`src/rtl/decode_stage_if.sv`:
```
// Fetch -> decode -> execute handshake bundle for the RV32I decode stage.
// The master side is fetch/execute (the bench); slave is the decode stage.
interface decode_stage_if #(parameter int width = 32);
  logic             inValid;
  logic             inReady;
  logic [31:0]      instr;
  logic [width-1:0] pcIn;
  logic             flush;
  logic             outValid;
  logic             outReady;
  logic [width-1:0] pcOut;
  logic [2:0]       aluOp;
  logic [3:0]       func;
  logic [4:0]       rs1, rs2, rd;
  logic [width-1:0] imm;
  logic [1:0]       aluSrcA;
  logic             aluSrcB;
  logic             regWrite, memRead, memWrite, branch, jump, illegal;

  modport master (
    output inValid, instr, pcIn, flush, outReady,
    input  inReady, outValid, pcOut, aluOp, func, rs1, rs2, rd, imm,
           aluSrcA, aluSrcB, regWrite, memRead, memWrite, branch, jump, illegal
  );

  modport slave (
    input  inValid, instr, pcIn, flush, outReady,
    output inReady, outValid, pcOut, aluOp, func, rs1, rs2, rd, imm,
           aluSrcA, aluSrcB, regWrite, memRead, memWrite, branch, jump, illegal
  );
endinterface

```
`src/rtl/decode_stage.sv`:
```
// Registered RV32I decode stage: one-entry output register with stall and flush.
// Produces aluOp/func for the execute ALU plus register indices, immediate and controls.
module decode_stage #(
  parameter int width = 32
) (
  input logic           clk,
  input logic           rst,
  decode_stage_if.slave bus
);
  typedef struct packed {
    logic [width-1:0] pc;
    logic [2:0]       aluOp;
    logic [3:0]       func;
    logic [4:0]       rs1, rs2, rd;
    logic [width-1:0] imm;
    logic [1:0]       aluSrcA;
    logic             aluSrcB;
    logic             regWrite, memRead, memWrite, branch, jump, illegal;
  } bundle_t;

  localparam logic [6:0] OP_R      = 7'b0110011;
  localparam logic [6:0] OP_I      = 7'b0010011;
  localparam logic [6:0] OP_LOAD   = 7'b0000011;
  localparam logic [6:0] OP_STORE  = 7'b0100011;
  localparam logic [6:0] OP_BRANCH = 7'b1100011;
  localparam logic [6:0] OP_LUI    = 7'b0110111;
  localparam logic [6:0] OP_AUIPC  = 7'b0010111;
  localparam logic [6:0] OP_JAL    = 7'b1101111;
  localparam logic [6:0] OP_JALR   = 7'b1100111;

  logic [31:0]      ins;
  logic [2:0]       f3;
  logic [width-1:0] imm_i, imm_s, imm_b, imm_u, imm_j;
  bundle_t          d, q;
  logic             valid, take;

  assign ins = bus.instr;
  assign f3  = ins[14:12];

  // Sign extension comes from the signed size cast
  assign imm_i = width'($signed(ins[31:20]));
  assign imm_s = width'($signed({ins[31:25], ins[11:7]}));
  assign imm_b = width'($signed({ins[31], ins[7], ins[30:25], ins[11:8], 1'b0}));
  assign imm_u = width'($signed({ins[31:12], 12'b0}));
  assign imm_j = width'($signed({ins[31], ins[19:12], ins[20], ins[30:21], 1'b0}));

  always_comb begin
    d     = '0;
    d.pc  = bus.pcIn;
    d.rs1 = ins[19:15];
    d.rs2 = ins[24:20];
    d.rd  = ins[11:7];
    unique case (ins[6:0])
      OP_R: begin
        d.aluOp = 3'b010; d.func = {ins[30], f3}; d.regWrite = 1'b1;
      end
      OP_I: begin
        // instr[30] only selects SRA vs SRL; for ADDI it is an immediate bit
        d.aluOp = 3'b010; d.func = {(f3 == 3'b101) & ins[30], f3};
        d.aluSrcB = 1'b1; d.regWrite = 1'b1; d.imm = imm_i;
      end
      OP_LOAD: begin
        d.aluSrcB = 1'b1; d.memRead = 1'b1; d.regWrite = 1'b1; d.imm = imm_i;
      end
      OP_STORE: begin
        d.aluSrcB = 1'b1; d.memWrite = 1'b1; d.imm = imm_s;
      end
      OP_BRANCH: begin
        d.aluOp = 3'b001; d.func = {1'b0, f3}; d.branch = 1'b1; d.imm = imm_b;
      end
      OP_LUI: begin
        d.func = {1'b0, f3}; d.aluSrcA = 2'b10; d.aluSrcB = 1'b1;
        d.regWrite = 1'b1; d.imm = imm_u;
      end
      OP_AUIPC: begin
        d.func = {1'b0, f3}; d.aluSrcA = 2'b01; d.aluSrcB = 1'b1;
        d.regWrite = 1'b1; d.imm = imm_u;
      end
      OP_JAL: begin
        d.func = {1'b0, f3}; d.aluSrcA = 2'b01; d.aluSrcB = 1'b1;
        d.jump = 1'b1; d.regWrite = 1'b1; d.imm = imm_j;
      end
      OP_JALR: begin
        d.func = {1'b0, f3}; d.aluSrcB = 1'b1;
        d.jump = 1'b1; d.regWrite = 1'b1; d.imm = imm_i;
      end
      default: d.illegal = 1'b1;
    endcase
  end

  assign bus.inReady = !valid || bus.outReady;
  assign take        = bus.inValid && bus.inReady;

  // Flush beats both load and drain; data may go stale while valid is low
  always_ff @(posedge clk or posedge rst) begin
    if (rst) begin
      valid <= 1'b0;
      q     <= '0;
    end else if (bus.flush) begin
      valid <= 1'b0;
    end else if (take) begin
      valid <= 1'b1;
      q     <= d;
    end else if (bus.outReady) begin
      valid <= 1'b0;
    end
  end

  assign bus.outValid = valid;
  assign bus.pcOut    = q.pc;
  assign bus.aluOp    = q.aluOp;
  assign bus.func     = q.func;
  assign bus.rs1      = q.rs1;
  assign bus.rs2      = q.rs2;
  assign bus.rd       = q.rd;
  assign bus.imm      = q.imm;
  assign bus.aluSrcA  = q.aluSrcA;
  assign bus.aluSrcB  = q.aluSrcB;
  assign bus.regWrite = q.regWrite;
  assign bus.memRead  = q.memRead;
  assign bus.memWrite = q.memWrite;
  assign bus.branch   = q.branch;
  assign bus.jump     = q.jump;
  assign bus.illegal  = q.illegal;
endmodule
```
`src/flat_wrapper.sv`:
```
// flat-port wrapper written by rule: the top's interface ports become plain ports
module decode_stage_flat 
#(
  parameter int width = 32
)
  (clk, rst, bus_inValid, bus_instr, bus_pcIn, bus_flush, bus_outReady, bus_inReady, bus_outValid, bus_pcOut, bus_aluOp, bus_func, bus_rs1, bus_rs2, bus_rd, bus_imm, bus_aluSrcA, bus_aluSrcB, bus_regWrite, bus_memRead, bus_memWrite, bus_branch, bus_jump, bus_illegal);
  decode_stage_if #(.width(width)) bus_i ();
  input logic clk;
  input logic rst;
  input wire logic [$bits(bus_i.inValid)-1:0] bus_inValid;
  input wire logic [$bits(bus_i.instr)-1:0] bus_instr;
  input wire logic [$bits(bus_i.pcIn)-1:0] bus_pcIn;
  input wire logic [$bits(bus_i.flush)-1:0] bus_flush;
  input wire logic [$bits(bus_i.outReady)-1:0] bus_outReady;
  output wire logic [$bits(bus_i.inReady)-1:0] bus_inReady;
  output wire logic [$bits(bus_i.outValid)-1:0] bus_outValid;
  output wire logic [$bits(bus_i.pcOut)-1:0] bus_pcOut;
  output wire logic [$bits(bus_i.aluOp)-1:0] bus_aluOp;
  output wire logic [$bits(bus_i.func)-1:0] bus_func;
  output wire logic [$bits(bus_i.rs1)-1:0] bus_rs1;
  output wire logic [$bits(bus_i.rs2)-1:0] bus_rs2;
  output wire logic [$bits(bus_i.rd)-1:0] bus_rd;
  output wire logic [$bits(bus_i.imm)-1:0] bus_imm;
  output wire logic [$bits(bus_i.aluSrcA)-1:0] bus_aluSrcA;
  output wire logic [$bits(bus_i.aluSrcB)-1:0] bus_aluSrcB;
  output wire logic [$bits(bus_i.regWrite)-1:0] bus_regWrite;
  output wire logic [$bits(bus_i.memRead)-1:0] bus_memRead;
  output wire logic [$bits(bus_i.memWrite)-1:0] bus_memWrite;
  output wire logic [$bits(bus_i.branch)-1:0] bus_branch;
  output wire logic [$bits(bus_i.jump)-1:0] bus_jump;
  output wire logic [$bits(bus_i.illegal)-1:0] bus_illegal;
  assign bus_i.inValid = bus_inValid;
  assign bus_i.instr = bus_instr;
  assign bus_i.pcIn = bus_pcIn;
  assign bus_i.flush = bus_flush;
  assign bus_i.outReady = bus_outReady;
  assign bus_inReady = bus_i.inReady;
  assign bus_outValid = bus_i.outValid;
  assign bus_pcOut = bus_i.pcOut;
  assign bus_aluOp = bus_i.aluOp;
  assign bus_func = bus_i.func;
  assign bus_rs1 = bus_i.rs1;
  assign bus_rs2 = bus_i.rs2;
  assign bus_rd = bus_i.rd;
  assign bus_imm = bus_i.imm;
  assign bus_aluSrcA = bus_i.aluSrcA;
  assign bus_aluSrcB = bus_i.aluSrcB;
  assign bus_regWrite = bus_i.regWrite;
  assign bus_memRead = bus_i.memRead;
  assign bus_memWrite = bus_i.memWrite;
  assign bus_branch = bus_i.branch;
  assign bus_jump = bus_i.jump;
  assign bus_illegal = bus_i.illegal;
  decode_stage #(.width(width)) u_core (.clk(clk), .rst(rst), .bus(bus_i));
endmodule
```
`config.mk`:
```
export PLATFORM = sky130hd
export DESIGN_NAME = decode_stage_flat
export DESIGN_NICKNAME = d
export VERILOG_FILES = /design/src/rtl/decode_stage_if.sv /design/src/rtl/decode_stage.sv /design/src/flat_wrapper.sv
export SDC_FILE = /design/constraint.sdc
export NUM_CORES = 1
export LEC_CHECK = 0
export ABC_AREA = 1
export CORE_ASPECT_RATIO = 0.6
export CORE_MARGIN = 5
export CORE_UTILIZATION = 47
export CTS_BUF_LIST = sky130_fd_sc_hd__clkbuf_16
export DETAILED_ROUTE_END_ITERATION = 6
export PLACE_DENSITY = 0.85
export SYNTH_ARGS = -nofsm -noshare
export SYNTH_HDL_FRONTEND = slang
export SYNTH_SLANG_ARGS = --single-unit
```
`constraint.sdc`:
```
create_clock -name clk -period 7.52 [get_ports clk]
set_clock_uncertainty 0.15 [all_clocks]
set_input_delay 1.88 -clock clk [delete_from_list [all_inputs] [get_ports clk]]
set_output_delay 1.88 -clock clk [all_outputs]
set_load 0.01 [all_outputs]
```
==> out/results.ini <==
[die]
rows = 26
io_pins = 166
initial_core_util = 0.488
fp.dieArea_um2 = 11100
die_y_um = 83.5
die_w_um = 132
core-area_um2 = 8650

[synth]
synth_area_um2 = 4230
synth-seq-cells = 95
avgSynthCellArea_um2 = 7.99
synth.distinct_cells = 26
synth_top_cell_by_area = dfrtp_1
muxShareOfSynthArea = 0
yosys-top-cells-area = dfrtp_1, nand2_1, nand3_1
synth_top_family_by_area = simple AND/OR/NAND/NOR gates
yosys.area_share.simple = 0.356
synth_top_cell_area_share = 0.562
synth_fp_nets = 598
synthAdderAreaFrac = 0
synth-xor-area-share = 0
yosys_warnings = 0
synth.yosys.seq_area_share = 0.562
synth_compound_area_frac = 0.0272
syn_inst = 529

[critical_path]
rrSetupSlack_ns = 4.55
cp_data_arrival_time_ns = 3.11
end_kind = output pin
crit_type = in -> out
rr_worst_depth = 9
cp-start-kind = input pin
r2r_end = u_core.bus.imm[7]
worstPathRequired_ns = 5.49
cp_max_fo = 2
r2r-start = u_core.bus.outValid

[global_route]
grt_pass1_vias = 4015
grt_max_degree = 82
track_usage = 0.234
antenna_found_initial = 0
globalRouteOverflowTotal = 0
grt_pass1_wl_um = 21000

[clock_tree]
cts_num_sinks = 95
postCtsSetupRepairBufs = 0
path_clk_slew_ns = 0.06
cts_root_buffer = clkbuf_16
cts_tree = yes
cts_resized = 0
htreeDepth = 3
ctsHoldBuffers = 0
clkLatencyLatePin_ns = 0.34
cts_made_buffers = 9
cts.path.max_buffers = 2

[finish]
num_antenna_cells = 0
drive_gt1_frac = 0.0552
areaGrowthSynthToFinish_pct = 47.2
finalNetCount = 753
stdcell_count = 801

[routing]
ant_nets = 0
route.detailed.drc = 0
drt_first_pass_iters = 7
avgRoutedWirePerCell_um = 15.6
vias_per_cell = 5.08
vias = 4067
dr.first_iter.drc_count = 331
wl_um = 12500

[worst_hold_path]
min_path_type = reg -> reg
min_to = u_core.bus.branch
min_path_cells = 2
worstHoldStart = u_core.bus.branch

[timing]
whs_ns = 0.320
setup_viol = 0
final_max_slew_viol_count = 0
finalCritPeriodShare = 0.684
grt_setup_unrepaired = no
slew_headroom = 0.271
worst_slew_pin_slew_ns = 1.09
fin_setup_tns_ns = 0
final.min_clock_period_ns = 5.14
hold_viol = 0
fmax_mhz = 194

[place]
place_congestion = 0.852
placed_cells = 785
dp_hpwl_um = 9190
io_buffers = 164

[power_and_ir_drop]
irDropWorstVdd_uv = 156
p_leak_nw = 3.20
power.density_nw_per_um2 = 213

[run_status]
status = finished, final reports clean

[flow_run]
max_cap_viol_count = 0

[layout by cell type (no fill, tap or decap)]
cell type / netlist / routed
buf_4: 1 / 3
clkinv_4: 0 / 1
nor3_1: 2 / 2
and3b_1: 1 / 1
a31oi_1: 2 / 2
o21ai_0: 14 / 14
clkinv_2: 0 / 3
nand2_2: 5 / 5
clkdlybuf4s50_1: 0 / 164
nand2_1: 277 / 277
bufinv_16: 0 / 2
inv_2: 5 / 5
nand3b_1: 6 / 6
nor3_4: 1 / 1
inv_1: 22 / 21
o21a_1: 1 / 1
clkbuf_16: 0 / 9
dfrtp_1: 95 / 95
nor2_1: 22 / 22
clkinv_1: 0 / 1
nand3_2: 3 / 3
o31ai_1: 1 / 1
a21oi_1: 2 / 2
nor2_4: 2 / 2
conb_1: 1 / 1
nor2_2: 3 / 3
inv_4: 0 / 1
nand3_1: 40 / 40
o211ai_1: 1 / 1
[report_power, final]
group          switching (mW)  internal [mW]
clock                   0.189          0.289
sequential             0.0294          0.560
combinational           0.121          0.139
total                   0.340          0.988
[registers in the layout (all words and copies together) (netlist names)]
| name | flops |
|---|---|
| u_core.bus.illegal | 1 |
| u_core.bus.memRead | 1 |
| u_core.bus.aluSrcB | 1 |
| u_core.bus.aluOp | 2 |
| u_core.bus.pcOut | 32 |
| u_core.bus.rs2 | 5 |
| u_core.bus.memWrite | 1 |
| u_core.bus.branch | 1 |
| u_core.bus.imm | 32 |
| u_core.bus.func | 4 |
| u_core.bus.regWrite | 1 |
| u_core.bus.jump | 1 |
| u_core.bus.aluSrcA | 2 |
| u_core.bus.outValid | 1 |
| u_core.bus.rs1 | 5 |
| u_core.bus.rd | 5 |
[worst max-delay path: stages]
cell and delay [ns]:
clkdlybuf4s50_1 0.40, nor2_1 0.24, inv_1 0.10, clkdlybuf4s50_1 0.49
[cells by family after synthesis]
| kind of cell | count (synthesis) |
|---|---|
| other | 1 |
| and+or+nand+nor | 362 |
| AOI/OAI and AO/OA | 21 |
| DFF | 95 |
| buffers and inverters | 50 |
[layer usage]
| layer | wire length [um] | GRT usage | vias up | share of wire |
|---|---|---|---|---|
| met3 | 1560 | 0.111 | 9 | 0.13 |
| met5 | 0 | 0 | - | 0 |
| met2 | 5390 | 0.340 | 213 | 0.43 |
| li1 | - | - | 1946 | - |
| met4 | 80 | 0.0453 | 0 | 0.0064 |
| met1 | 5440 | 0.321 | 1899 | 0.44 |
[synth_stat cells]
| cell | n |
|---|---|
| nand2_1 | 277 |
| dfrtp_1 | 95 |
| nand3_1 | 40 |
| inv_1 | 22 |
| nor2_1 | 22 |
| o21ai_0 | 14 |
| buf_2 | 9 |
| clkbuf_1 | 9 |
| nand3b_1 | 6 |
| inv_2 | 5 |
| nand2_2 | 5 |
| buf_6 | 3 |
| nand3_2 | 3 |
| nor2_2 | 3 |
| a21oi_1 | 2 |
| a31oi_1 | 2 |
| nor2_4 | 2 |
| nor3_1 | 2 |
| and3b_1 | 1 |
| buf_1 | 1 |
| buf_4 | 1 |
| conb_1 | 1 |
| nor3_4 | 1 |
| o211ai_1 | 1 |
| o21a_1 | 1 |
| o31ai_1 | 1 |
[metrics by stage]
step	power, mW	utilization	setup slack [ns]	cell area, um^2
5_1_grt	1.39	0.719	2.33	6220
6_report	1.33	0.719	2.38	6220
2_1_floorplan	0.691	-	3.01	4230
3_3_place_gp	0.852	0.683	2.38	5910
3_5_place_dp	0.860	0.683	2.37	5910
4_1_cts	1.34	0.719	2.37	6220
[final cells by class]
class | count | area [um^2]
Fill cell | 659 | 2430
Sequential cell | 95 | 2380
Timing Repair Buffer | 167 | 1660
Multi-Input combinational cell | 384 | 1620
Clock buffer | 9 | 225
Tap cell | 112 | 140
Inverter | 27 | 104
Clock inverter | 7 | 87.6
[how the worst max path moves through the flow]
stage                 start             endpoint  slack (ns)  depth (start not counted)
4_1_cts        bus_outReady          bus_inReady        2.37                          4
3_3_place_gp   bus_outReady          bus_inReady        2.38                          4
3_5_place_dp   bus_outReady          bus_inReady        2.37                          4
5_1_grt        bus_outReady          bus_inReady        2.33                          4
6_report       bus_outReady          bus_inReady        2.38                          4
2_1_floorplan           rst  u_core.bus.aluOp[0]        3.01                          1
Power figures use the tool's default switching activity.
